`src/rtl/keypad_scan_ctrl_pkg.sv`:
```
`default_nettype none
// ============================================================================
// Module   : keypad_pkg
// Purpose  : Shared types and helpers for the matrix-keypad scan controller.
// Revision : 1.0 - initial release
// ============================================================================
package keypad_pkg;

    // Controller states: hunt for a key, confirm it, hand it off, wait for release.
    typedef enum logic [1:0] {
        SCAN     = 2'd0,
        DEBOUNCE = 2'd1,
        REPORT   = 2'd2,
        RELEASE  = 2'd3
    } kp_state_t;

    // Linear key number for a (row, column) position: row-major ordering.
    function automatic int unsigned kp_code(input int unsigned row,
                                            input int unsigned col,
                                            input int unsigned cols = 4);
        return row * cols + col;
    endfunction

    // Bits needed to index n items; never less than one so degenerate
    // single-row/single-column keypads still get a legal vector.
    function automatic int unsigned kp_width(input int unsigned n);
        return (n > 1) ? $clog2(n) : 1;
    endfunction

endpackage : keypad_pkg
`default_nettype wire

```
`src/rtl/keypad_scan_ctrl_if.sv`:
```
`default_nettype none
// ============================================================================
// Module   : keypad_scan_ctrl_if
// Purpose  : Key-code valid/ready handshake between the scanner (master) and
//            the downstream key consumer (slave).
// Revision : 1.0 - initial release
// ============================================================================
interface keypad_scan_ctrl_if #(
    parameter int CODE_W = 4
);
    logic [CODE_W-1:0] key_code;   // row*COLS + col of the debounced key
    logic              key_valid;  // key_code valid, held until accepted
    logic              key_ready;  // consumer accepts when valid && ready
    logic              key_held;   // a debounced key is currently down

    modport master (
        output key_code,
        output key_valid,
        output key_held,
        input  key_ready
    );

    modport slave (
        input  key_code,
        input  key_valid,
        input  key_held,
        output key_ready
    );
endinterface : keypad_scan_ctrl_if
`default_nettype wire

```
`src/rtl/keypad_scan_ctrl_tick_gen.sv`:
```
`default_nettype none
// ============================================================================
// Module   : scan_tick_gen
// Purpose  : Column-dwell divider. Free-running 0..SCAN_TICKS-1 counter that
//            flags the last cycle of every dwell period.
// Revision : 1.0 - initial release
// ============================================================================
module scan_tick_gen #(
    parameter int SCAN_TICKS = 27000
) (
    input  logic clk,
    input  logic rst_n,
    output logic tick
);
    localparam int               CNT_W    = (SCAN_TICKS > 1) ? $clog2(SCAN_TICKS) : 1;
    localparam logic [CNT_W-1:0] CNT_LAST = CNT_W'(SCAN_TICKS - 1);

    logic [CNT_W-1:0] cnt_q;
    logic [CNT_W-1:0] cnt_d;

    // Explicit wrap at SCAN_TICKS-1 so non-power-of-two dwell lengths work.
    always_comb begin
        cnt_d = (cnt_q == CNT_LAST) ? '0 : cnt_q + CNT_W'(1);
    end

    // Dwell counter register; restarts the dwell with column 0 after reset.
    always_ff @(posedge clk) begin
        if (!rst_n) begin
            cnt_q <= '0;
        end else begin
            cnt_q <= cnt_d;
        end
    end

    assign tick = (cnt_q == CNT_LAST);

endmodule : scan_tick_gen
`default_nettype wire

```
`src/rtl/keypad_scan_ctrl.sv`:
```
`default_nettype none
// ============================================================================
// Module   : keypad_scan_ctrl
// Purpose  : Matrix keypad scanner. Strobes one column at a time, samples the
//            synchronised rows at the end of each dwell, debounces press and
//            release, and emits one key code per press on a valid/ready port.
// Revision : 1.0 - initial release
// ============================================================================
module keypad_scan_ctrl
    import keypad_pkg::*;
#(
    parameter int SCAN_TICKS     = 27000,
    parameter int COLS           = 4,
    parameter int ROWS           = 4,
    parameter int DEBOUNCE_SCANS = 4,
    parameter bit ACTIVE_LOW     = 1'b0
) (
    input  logic                clk,
    input  logic                rst_n,
    input  logic [ROWS-1:0]     row_in,
    output logic [COLS-1:0]     col_out,
    keypad_scan_ctrl_if.master  key_if
);
    localparam int CODE_W = kp_width(ROWS * COLS);
    localparam int COL_W  = kp_width(COLS);
    localparam int ROW_W  = kp_width(ROWS);
    localparam int DBC_W  = $clog2(DEBOUNCE_SCANS + 1);

    localparam logic [COL_W-1:0] COL_LAST = COL_W'(COLS - 1);
    localparam logic [DBC_W-1:0] DBC_LAST = DBC_W'(DEBOUNCE_SCANS - 1);
    localparam logic [ROWS-1:0]  ROW_IDLE = {ROWS{ACTIVE_LOW}};
    localparam logic [COLS-1:0]  COL_POL  = {COLS{ACTIVE_LOW}};

    // ------------------------------------------------------------------
    // Dwell timing
    // ------------------------------------------------------------------
    logic tick;

    scan_tick_gen #(
        .SCAN_TICKS (SCAN_TICKS)
    ) u_tick_gen (
        .clk   (clk),
        .rst_n (rst_n),
        .tick  (tick)
    );

    // ------------------------------------------------------------------
    // Row synchroniser and polarity normalisation
    // ------------------------------------------------------------------
    logic [ROWS-1:0] sync1_q;
    logic [ROWS-1:0] sync2_q;
    logic [ROWS-1:0] rows_s;

    // Two-flop synchroniser; cleared to the idle pin level so no phantom key appears.
    always_ff @(posedge clk) begin
        if (!rst_n) begin
            sync1_q <= ROW_IDLE;
            sync2_q <= ROW_IDLE;
        end else begin
            sync1_q <= row_in;
            sync2_q <= sync1_q;
        end
    end

    assign rows_s = sync2_q ^ ROW_IDLE;

    // ------------------------------------------------------------------
    // Row decode: exactly one active row is a candidate key; two or more
    // rows in one column is a ghost pattern and is ignored.
    // ------------------------------------------------------------------
    logic             row_any;
    logic             row_multi;
    logic [ROW_W-1:0] row_idx;
    logic             rows_onehot;

    // Priority scan of the rows, also noting whether a second row is active.
    always_comb begin
        row_any   = 1'b0;
        row_multi = 1'b0;
        row_idx   = '0;
        for (int r = 0; r < ROWS; r++) begin
            if (rows_s[r]) begin
                if (row_any) begin
                    row_multi = 1'b1;
                end
                row_any = 1'b1;
                row_idx = ROW_W'(r);
            end
        end
    end

    assign rows_onehot = row_any & ~row_multi;

    // ------------------------------------------------------------------
    // Scan / debounce / report state machine
    // ------------------------------------------------------------------
    kp_state_t         state_q,   state_d;
    logic [COL_W-1:0]  col_q,     col_d;
    logic [DBC_W-1:0]  dbc_q,     dbc_d;
    logic [ROWS-1:0]   row_oh_q,  row_oh_d;
    logic [ROW_W-1:0]  row_idx_q, row_idx_d;
    logic [CODE_W-1:0] code_q,    code_d;
    logic              valid_q,   valid_d;

    logic [COL_W-1:0]  col_next;
    logic [CODE_W-1:0] code_scan;
    logic [CODE_W-1:0] code_held;

    // Column wrap is explicit so COLS need not be a power of two.
    assign col_next  = (col_q == COL_LAST) ? '0 : col_q + COL_W'(1);
    // Code from the live decode (single-sample debounce) or from the latched row.
    assign code_scan = CODE_W'(kp_code(int'(row_idx),   int'(col_q), COLS));
    assign code_held = CODE_W'(kp_code(int'(row_idx_q), int'(col_q), COLS));

    // Next-state logic: every decision except the handshake waits for tick.
    always_comb begin
        state_d   = state_q;
        col_d     = col_q;
        dbc_d     = dbc_q;
        row_oh_d  = row_oh_q;
        row_idx_d = row_idx_q;
        code_d    = code_q;
        valid_d   = valid_q;

        case (state_q)
            SCAN: begin
                if (tick) begin
                    if (rows_onehot) begin
                        // Candidate key: freeze the column and remember the row.
                        row_oh_d  = rows_s;
                        row_idx_d = row_idx;
                        if (DEBOUNCE_SCANS == 1) begin
                            state_d = REPORT;
                            dbc_d   = '0;
                            code_d  = code_scan;
                            valid_d = 1'b1;
                        end else begin
                            state_d = DEBOUNCE;
                            dbc_d   = DBC_W'(1);
                        end
                    end else begin
                        col_d = col_next;
                    end
                end
            end

            DEBOUNCE: begin
                if (tick) begin
                    if (rows_s == row_oh_q) begin
                        if (dbc_q == DBC_LAST) begin
                            state_d = REPORT;
                            dbc_d   = '0;
                            code_d  = code_held;
                            valid_d = 1'b1;
                        end else begin
                            dbc_d = dbc_q + DBC_W'(1);
                        end
                    end else begin
                        // Bounce or change: give up on this key and move on.
                        state_d = SCAN;
                        dbc_d   = '0;
                        col_d   = col_next;
                    end
                end
            end

            REPORT: begin
                // Release is deliberately not watched here: a key lifted while
                // the consumer stalls is still delivered exactly once.
                if (valid_q && key_if.key_ready) begin
                    state_d = RELEASE;
                    valid_d = 1'b0;
                    dbc_d   = '0;
                end
            end

            RELEASE: begin
                if (tick) begin
                    if (rows_s == '0) begin
                        if (dbc_q == DBC_LAST) begin
                            state_d = SCAN;
                            dbc_d   = '0;
                            col_d   = col_next;
                        end else begin
                            dbc_d = dbc_q + DBC_W'(1);
                        end
                    end else begin
                        dbc_d = '0;
                    end
                end
            end

            default: begin
                state_d = SCAN;
            end
        endcase
    end

    // State register; reset drops any pending report and restarts at column 0.
    always_ff @(posedge clk) begin
        if (!rst_n) begin
            state_q   <= SCAN;
            col_q     <= '0;
            dbc_q     <= '0;
            row_oh_q  <= '0;
            row_idx_q <= '0;
            code_q    <= '0;
            valid_q   <= 1'b0;
        end else begin
            state_q   <= state_d;
            col_q     <= col_d;
            dbc_q     <= dbc_d;
            row_oh_q  <= row_oh_d;
            row_idx_q <= row_idx_d;
            code_q    <= code_d;
            valid_q   <= valid_d;
        end
    end

    // ------------------------------------------------------------------
    // Outputs
    // ------------------------------------------------------------------
    assign col_out          = (COLS'(1) << col_q) ^ COL_POL;
    assign key_if.key_code  = code_q;
    assign key_if.key_valid = valid_q;
    assign key_if.key_held  = (state_q == REPORT) || (state_q == RELEASE);

endmodule : keypad_scan_ctrl
`default_nettype wire

```
`src/flat_wrapper.sv`:
```
// flat-port wrapper written by rule: the top's interface ports become plain ports
module keypad_scan_ctrl_flat import keypad_pkg::*;
#(
    parameter int SCAN_TICKS     = 27000,
    parameter int COLS           = 4,
    parameter int ROWS           = 4,
    parameter int DEBOUNCE_SCANS = 4,
    parameter bit ACTIVE_LOW     = 1'b0
)
  (clk, rst_n, row_in, col_out, key_if_key_code, key_if_key_valid, key_if_key_held, key_if_key_ready);
  keypad_scan_ctrl_if #(.CODE_W((4))) key_if_i ();
  input  logic clk;
  input  logic rst_n;
  input  logic [ROWS-1:0] row_in;
  output logic [COLS-1:0] col_out;
  output wire logic [$bits(key_if_i.key_code)-1:0] key_if_key_code;
  output wire logic [$bits(key_if_i.key_valid)-1:0] key_if_key_valid;
  output wire logic [$bits(key_if_i.key_held)-1:0] key_if_key_held;
  input wire logic [$bits(key_if_i.key_ready)-1:0] key_if_key_ready;
  assign key_if_key_code = key_if_i.key_code;
  assign key_if_key_valid = key_if_i.key_valid;
  assign key_if_key_held = key_if_i.key_held;
  assign key_if_i.key_ready = key_if_key_ready;
  keypad_scan_ctrl #(.SCAN_TICKS(SCAN_TICKS), .COLS(COLS), .ROWS(ROWS), .DEBOUNCE_SCANS(DEBOUNCE_SCANS), .ACTIVE_LOW(ACTIVE_LOW)) u_core (.clk(clk), .rst_n(rst_n), .row_in(row_in), .col_out(col_out), .key_if(key_if_i));
endmodule
```
`config.mk`:
```
export PLATFORM = sky130hd
export DESIGN_NAME = keypad_scan_ctrl_flat
export DESIGN_NICKNAME = d
export VERILOG_FILES = /design/src/rtl/keypad_scan_ctrl_pkg.sv /design/src/rtl/keypad_scan_ctrl_if.sv /design/src/rtl/keypad_scan_ctrl_tick_gen.sv /design/src/rtl/keypad_scan_ctrl.sv /design/src/flat_wrapper.sv
export SDC_FILE = /design/constraint.sdc
export NUM_CORES = 1
export LEC_CHECK = 0
export CORE_UTILIZATION = 55
export CTS_BUF_LIST = sky130_fd_sc_hd__clkbuf_8
export CTS_CLUSTER_DIAMETER = 120
export CTS_CLUSTER_SIZE = 12
export DETAILED_ROUTE_END_ITERATION = 16
export GPL_TIMING_DRIVEN = 1
export PLACE_DENSITY = 0.85
export SETUP_SLACK_MARGIN = 0.3
export SLEW_MARGIN = 10
export SYNTH_ARGS = -nofsm -noshare
export SYNTH_HDL_FRONTEND = slang
export SYNTH_SLANG_ARGS = --single-unit
export TNS_END_PERCENT = 100
```
`constraint.sdc`:
```
create_clock -name clk -period 3.63 [get_ports clk]
set_input_delay 0.726 -clock clk [delete_from_list [all_inputs] [get_ports clk]]
set_output_delay 0.726 -clock clk [all_outputs]
set_load 0.03 [all_outputs]
```
# Word-level counts from Yosys, hierarchy flattened

Cells that the tools add are included.

Add/subtract/negate cells: 4
$mul: 0
Divide/modulo/power cells: 0
$lt $le $gt $ge: 0
Eq/ne operators: 19
Shift operators: 1
Mux-type cells: 46
Bitwise logic cells: 3
Reduce and logical (&&, ||, !) cells: 13

Operators by type and width:

| cell                    | number |
|---|---|
| $mux W2                 | 19 |
| $mux W3                 | 8 |
| $ne A2 B1 Y1 const B    | 9 |
| $reduce_and A8 Y1       | 2 |
| $add A15 B1 Y15 const B | 1 |
| $eq A15 B15 Y1 const B  | 1 |
| $mux W1                 | 15 |
| $pmux W3 S4             | 1 |
| $reduce_and A5 Y1       | 2 |
| $pmux W2 S4             | 1 |
| $eq A2 B2 Y1 const B    | 3 |
| $pmux W2 S3             | 1 |
| $add A4 B2 Y4           | 1 |
| $eq A4 B4 Y1            | 1 |
| $logic_not A4 Y1        | 1 |
| $ne A2 B2 Y1 const B    | 2 |
| $reduce_and A4 Y1       | 1 |
| $shl A1 B2 Y4 const A   | 1 |
| $add A3 B1 Y3 const B   | 1 |
| $eq A3 B2 Y1 const B    | 1 |
| $ne A3 B3 Y1 const B    | 1 |
| $reduce_and A3 Y1       | 1 |
| $reduce_bool A3 Y1      | 1 |
| $add A2 B1 Y2 const B   | 1 |
| other kinds (9)         | 10 |

Register bits: 41
Bits in latches: 0
Bits in writable memories: 0
ROM bits: 0
Input bits: 7
Output and inout port bits: 10
Logic and storage cells: 96
Memories kept: 0

# Logic depth before layout (Yosys ltp)

Gate-level depths: netlist (run 1).

Depth after elaboration: 12
Depth in mapped cells: 6
Gate-level depth less buffers: 6

# By module

From an unflattened synthesis (run 1), not the netlist that was laid out.

Cells, all modules: 213
Area total of the unflattened synthesis: 1980.6 um^2

By module, submodules not included:

| module           | times used | cells each | area an instance (um^2) | sequential area each (um^2) |
|---|---|---|---|---|
| keypad_scan_ctrl | 1          | 139        | 1322.5                  | 520.5 |
| scan_tick_gen    | 1          | 74         | 658.1                   | 300.3 |

# Worst setup path before layout (run 1)

OpenSTA, ideal clock, no wires.

Path type: register to output
Start: register with a tool-made name
End: output port key_if_key_held
Arrival: 1.028 ns
Path slack: 1.876 ns
Cell stages (with the launch flop): 3
Buffers on the path: 2
Path through: dfxtp_1 clkbuf_1 clkbuf_1

RTL lines:

| what          | line               | text |
|---|---|---|
| end, declared | flat_wrapper.sv:18 | `output wire logic [$bits(key_if_i.key_held)-1:0] key_if_key_held;` |

==> reports/results.ini, run 1 <==
[status]
outcome = complete, no violations

[timing]
worst_slack_ns = 1.19
final-max-slew-violation-count = 0
hold_viol_final = 0
period_needed_ns = 2.44
max_freq_mhz = 410
skew_ns = 0.00853
fin_crit_sh_pct = 67.2
tns_ns = 0
finalSetupViolCount = 0
worst_slew_pin_slew_ns = 0.627
grt_setup_unrepaired = false
slew_headroom_pct = 57.9

[critical_path]
path_class = flop to output port
cpLargestDelayFamily = buffers and inverters
arrival_ns = 1.71
critical_path.cell_chain = clkdlybuf4s50_1
cpPeakStageDelay_ns = 0.78
start_kind = flop
crit_fanout = 14
required_ns = 2.90
end_kind = output port
crit_buf_inv = 1
slowest_stage = clkdlybuf4s50_1

[power_and_ir_drop]
ir_worst_vdd_mv = 0.250
power_density_nw_per_um2 = 395
totalPowerFinal_uw = 880
power.leakage_uw = 0.000823

[grt]
grt_pass1_wl_um = 5470
grt_util_all_layers_pct = 20.0
antenna_found_initial = 0
grt_overflow = 0
first_global_vias = 1271
grt_max_degree = 20

[clocking]
cts_sinks = 41
clkLatencyLatePin_ns = 0.29
cts_buffers = 5
cts_tree = done
cts_resized = 0
holdBufCountCts = 0
post_cts_buffers = 0
clk_pin_slew_worst_paths_ns = 0.08
cts-root-buf = clkbuf_8
htree_levels = 2
cts.path.max_buffers = 2

[synthesis]
syn_area_um2 = 1920
synth_edf_count = 0
async_flop_share_pct = 0
yosysSeqAreaShare_pct = 42.8
ys_seq_elements = 41
synthFlopType = dfxtp_1
syn-instance-count = 214
syn_nets = 227
synth_cell_type_count = 40
yosys_warnings = 0
synth_area_per_cell_um2 = 8.96

[route]
routedWlPerCell_um = 12.1
drtIter0Drc = 52
drc = 0
dr.pass1.iters = 4
detail-route-antenna-nets = 0
vias = 1486
viasPerCell = 5.38
wl_um = 3330

[finish]
layout_common_cells = dfxtp_1, nand2_1, nor2_1, clkdlybuf4s50_1, a21oi_1
nets = 242
drive_gt1_share_pct = 7.83
multi_input_area_um2 = 1040
n_antenna_cell = 0
seq_area_um2 = 821
fill_cells = 279
area_growth_pct = 16.0
layout_commonest_cell = dfxtp_1

[placed_design]
place.gp.congestion = 0.873
preCtsSetupSlack_ns = 1.45
dpl.hpwl_um = 2420
numPortBuffers = 16

[floorplan]
fp-row-count = 21
die_h_um = 61.1
die-area_um2 = 3730
io_pins = 17
start_util_pct = 57.5
coreArea_um2 = 3340
dieWidth_um = 61.1

[job]
cap_violations = 0

[worst_hold_path]
min_path_type = flop to flop

per-layer routing:
layer,vias up,wire length (um),global-route usage [%]
li1,772,-,-
met1,676,1690,26.6
met2,34,1460,31.2
met3,4,131,6.30
met4,0,42,5.84
met5,-,0,0
synthesized netlist by cell type, types with 6 or more instances:
cell	instances	area [um2]
clkbuf_1	6	22.5
nand3_1	10	50.1
a21oi_1	13	65.1
mux2i_1	6	60.1
xor2_1	10	87.6
ha_1	6	75.1
nor2_1	22	82.6
and2_1	9	56.3
o21ai_1	6	30.0
dfxtp_1	41	821
nand2_1	23	86.3
sequential cells by signal, indices dropped and copies added, names as in the netlist, named ones only:
signal                   count
u_core.row_idx_q             2
u_core.sync1_q               4
u_core.u_tick_gen.cnt_q     15
u_core.state_q               1
u_core.key_if.key_code       4
u_core.rows_s                4
u_core.dbc_q                 3
u_core.row_oh_q              4
u_core.key_if.key_valid      1
u_core.col_q                 2
worst paths after layout:
| path | from | end | slack, ns | cells after the start |
|---|---|---|---|---|
| worst max register to register | u_core.u_tick_gen.cnt_q[0] | u_core.col_q[1] | 1.67 | 6 |
| worst min-delay path | u_core.sync1_q[3] | u_core.rows_s[3] | 0.43 | 1 |
| worst max-delay path | flop | key_if_key_held | 1.19 | 1 |
| worst min register to register | u_core.sync1_q[3] | u_core.rows_s[3] | 0.43 | 1 |
report_power, final:
| group | switching (uW) | internal (uW) | total [uW] |
|---|---|---|---|
| combinational | 19.9 | 17.4 | 37.3 |
| clock | 156 | 223 | 379 |
| sequential | 7.02 | 456 | 463 |
through the flow:
stage	instances	hold WS, ns	utilization (%)	instance area, um2
after floorplan	214	0.412	-	1920
after global placement	268	0.415	63.1	2110
after detailed placement	268	0.419	63.1	2110
after CTS	276	0.437	66.7	2230
after global routing	276	0.457	66.7	2230
final	276	0.434	66.7	2230
kinds of logic (layout without fill, tap and decap cells):
group / Yosys count / in the layout / synth area share [%]
simple gates: 94 / 94 / 28.0
flops: 41 / 41 / 42.8
compound gates: 38 / 38 / 12.4
xor+xnor: 15 / 15 / 6.85
buf+inv: 14 / 30 / 2.94
fa+ha+maj: 6 / 6 / 3.91
mux: 6 / 6 / 3.13
cell type report:
type                            instances  area share, %
Clock inverter                          2           1.69
Sequential cell                        41           36.9
Multi-Input combinational cell        159           46.8
Clock buffer                            6           3.71
Tap cell                               46           2.59
Inverter                                5          0.843
Timing Repair Buffer                   17           7.53
Power figures use the tool's default switching activity.
==> inputs of run 2 (changes only) <==
--- a/config.mk
+++ b/config.mk
@@ -5,7 +5,7 @@
 export SDC_FILE = /design/constraint.sdc
 export NUM_CORES = 1
 export LEC_CHECK = 0
-export CORE_UTILIZATION = 55
+export CORE_UTILIZATION = 53
 export CTS_BUF_LIST = sky130_fd_sc_hd__clkbuf_8
 export CTS_CLUSTER_DIAMETER = 120
 export CTS_CLUSTER_SIZE = 12
==> constraint.sdc (replaced) <==
create_clock -name clk -period 2 [get_ports clk]
set_input_delay 0.4 -clock clk [delete_from_list [all_inputs] [get_ports clk]]
set_output_delay 0.4 -clock clk [all_outputs]
set_load 0.03 [all_outputs]
==> reports/results.ini, run 2 (same netlist as run 1, synthesis figures left out) <==
[timing]
tns_ns = 0
slew_headroom_pct = 67.6
final-max-slew-violation-count = 0
grt_setup_unrepaired = true
finalHoldWorstSlack_ns = 0.437
hold_viol_final = 0
fin_crit_sh_pct = 91.0
finalSetupViolCount = 0
max_freq_mhz = 549
skew_ns = 0.00951
period_needed_ns = 1.82
worst_slew_pin_slew_ns = 0.483

[finish]
drive_gt1_share_pct = 28.6
layout_common_cells = dfxtp_1, nand2_1, nor2_1, buf_4, dfxtp_2
n_antenna_cell = 0
fill_cells = 214
layout_commonest_cell = dfxtp_1
nets = 257
top_register = u_core.u_tick_gen.cnt_q
area_growth_pct = 30.5
largest_reg_flops = 15

[clocking]
clk_pin_slew_worst_paths_ns = 0.09
cts.path.max_buffers = 2
cts_sinks = 41
holdBufCountCts = 0
cts_tree = done
htree_levels = 2
cts_buffers = 5
clkLatencyLatePin_ns = 0.31
cts-root-buf = clkbuf_8

[grt]
grt_overflow = 0
grt_pass1_wl_um = 7110
grt_util_all_layers_pct = 23.4
grt_max_degree = 15
antenna_found_initial = 0
first_global_vias = 1593

[power_and_ir_drop]
ir_worst_vdd_mv = 0.502
power_density_nw_per_um2 = 702
power.leakage_uw = 0.000983

[route]
drtIter0Drc = 102
wl_um = 4720
vias = 1681
dr.pass1.iters = 4
routedWlPerCell_um = 16.2
drc = 0
detail-route-antenna-nets = 0
viasPerCell = 5.78

[critical_path]
required_ns = 2.24
path_class = flop to flop
start_kind = flop
crit_fanout = 5
end_kind = flop
arrival_ns = 2.06

[floorplan]
io_pins = 17
start_util_pct = 56.6
die_h_um = 62.2
die-area_um2 = 3860
coreArea_um2 = 3390
dieWidth_um = 62.2
fp-row-count = 21

[placed_design]
numPortBuffers = 16
dpl.hpwl_um = 2660
place.gp.congestion = 0.854

[worst_hold_path]
min_path_type = flop to flop

[job]
cap_violations = 0

[status]
outcome = complete, no violations

run 2: power by group:
group          leakage, uW  total (uW)  internal [uW]  switching [uW]
Sequential        0.000340         845            828            17.0
Clock            0.0000687         813            502             311
Combinational     0.000574        99.5           49.6            49.9
run 2: layer usage:
metal | track usage, % | wire [um] | vias to the layer above
met1 | 26.6 | 1900 | 801
met3 | 6.99 | 291 | 8
met2 | 38.7 | 2450 | 74
met4 | 14.0 | 82 | 0
met5 | 0 | 0 | -
li1 | - | - | 798
run 2: stage by stage:
step | setup WS, ns | instances | area [um2] | utilization (%) | power, uW
2_1_floorplan | 0.300 | 214 | 1920 | - | 906
3_3_place_gp | 0.215 | 274 | 2150 | 63.5 | 935
3_5_place_dp | 0.0884 | 274 | 2150 | 63.5 | 936
4_1_cts | 0.232 | 288 | 2380 | 70.3 | 1740
5_1_grt | 0.127 | 291 | 2500 | 73.8 | 1810
6_report | 0.180 | 291 | 2500 | 73.8 | 1760
run 2: timing repair:
item,CTS,global route
setup endpoints to repair,27,35
pin swaps,5,3
setup buffers,6,3
resized for setup,28,35
run 2: final timing paths:
kind	startpoint	to	slack, ns	cells past startpoint
worst max-delay path	u_core.u_tick_gen.cnt_q[0]	u_core.col_q[0]	0.18	6
worst min-delay path	u_core.sync1_q[3]	u_core.rows_s[3]	0.44	1
worst max register to register	u_core.u_tick_gen.cnt_q[0]	u_core.col_q[0]	0.18	6
worst min register to register	u_core.sync1_q[3]	u_core.rows_s[3]	0.44	1
run 2: cell type report:
class / instances / area (um2) / share of cell area [%]
clock buffers: 5 / 68.8 / 2.75
inverters: 5 / 18.8 / 0.750
repair buffers: 32 / 264 / 10.5
multi-input cells: 159 / 1180 / 47.1
well taps: 46 / 57.6 / 2.30
clock inverters: 3 / 68.8 / 2.75
flip-flops and latches: 41 / 845 / 33.8
run 2: worst max-delay path, stage by stage, from the launching register on:
cell and delay, ns:
dfxtp_2 0.37, ha_4 0.14, and4_4 0.23, nand4_1 0.25, o21ai_2 0.29, a21boi_4 0.26, mux2i_1 0.20
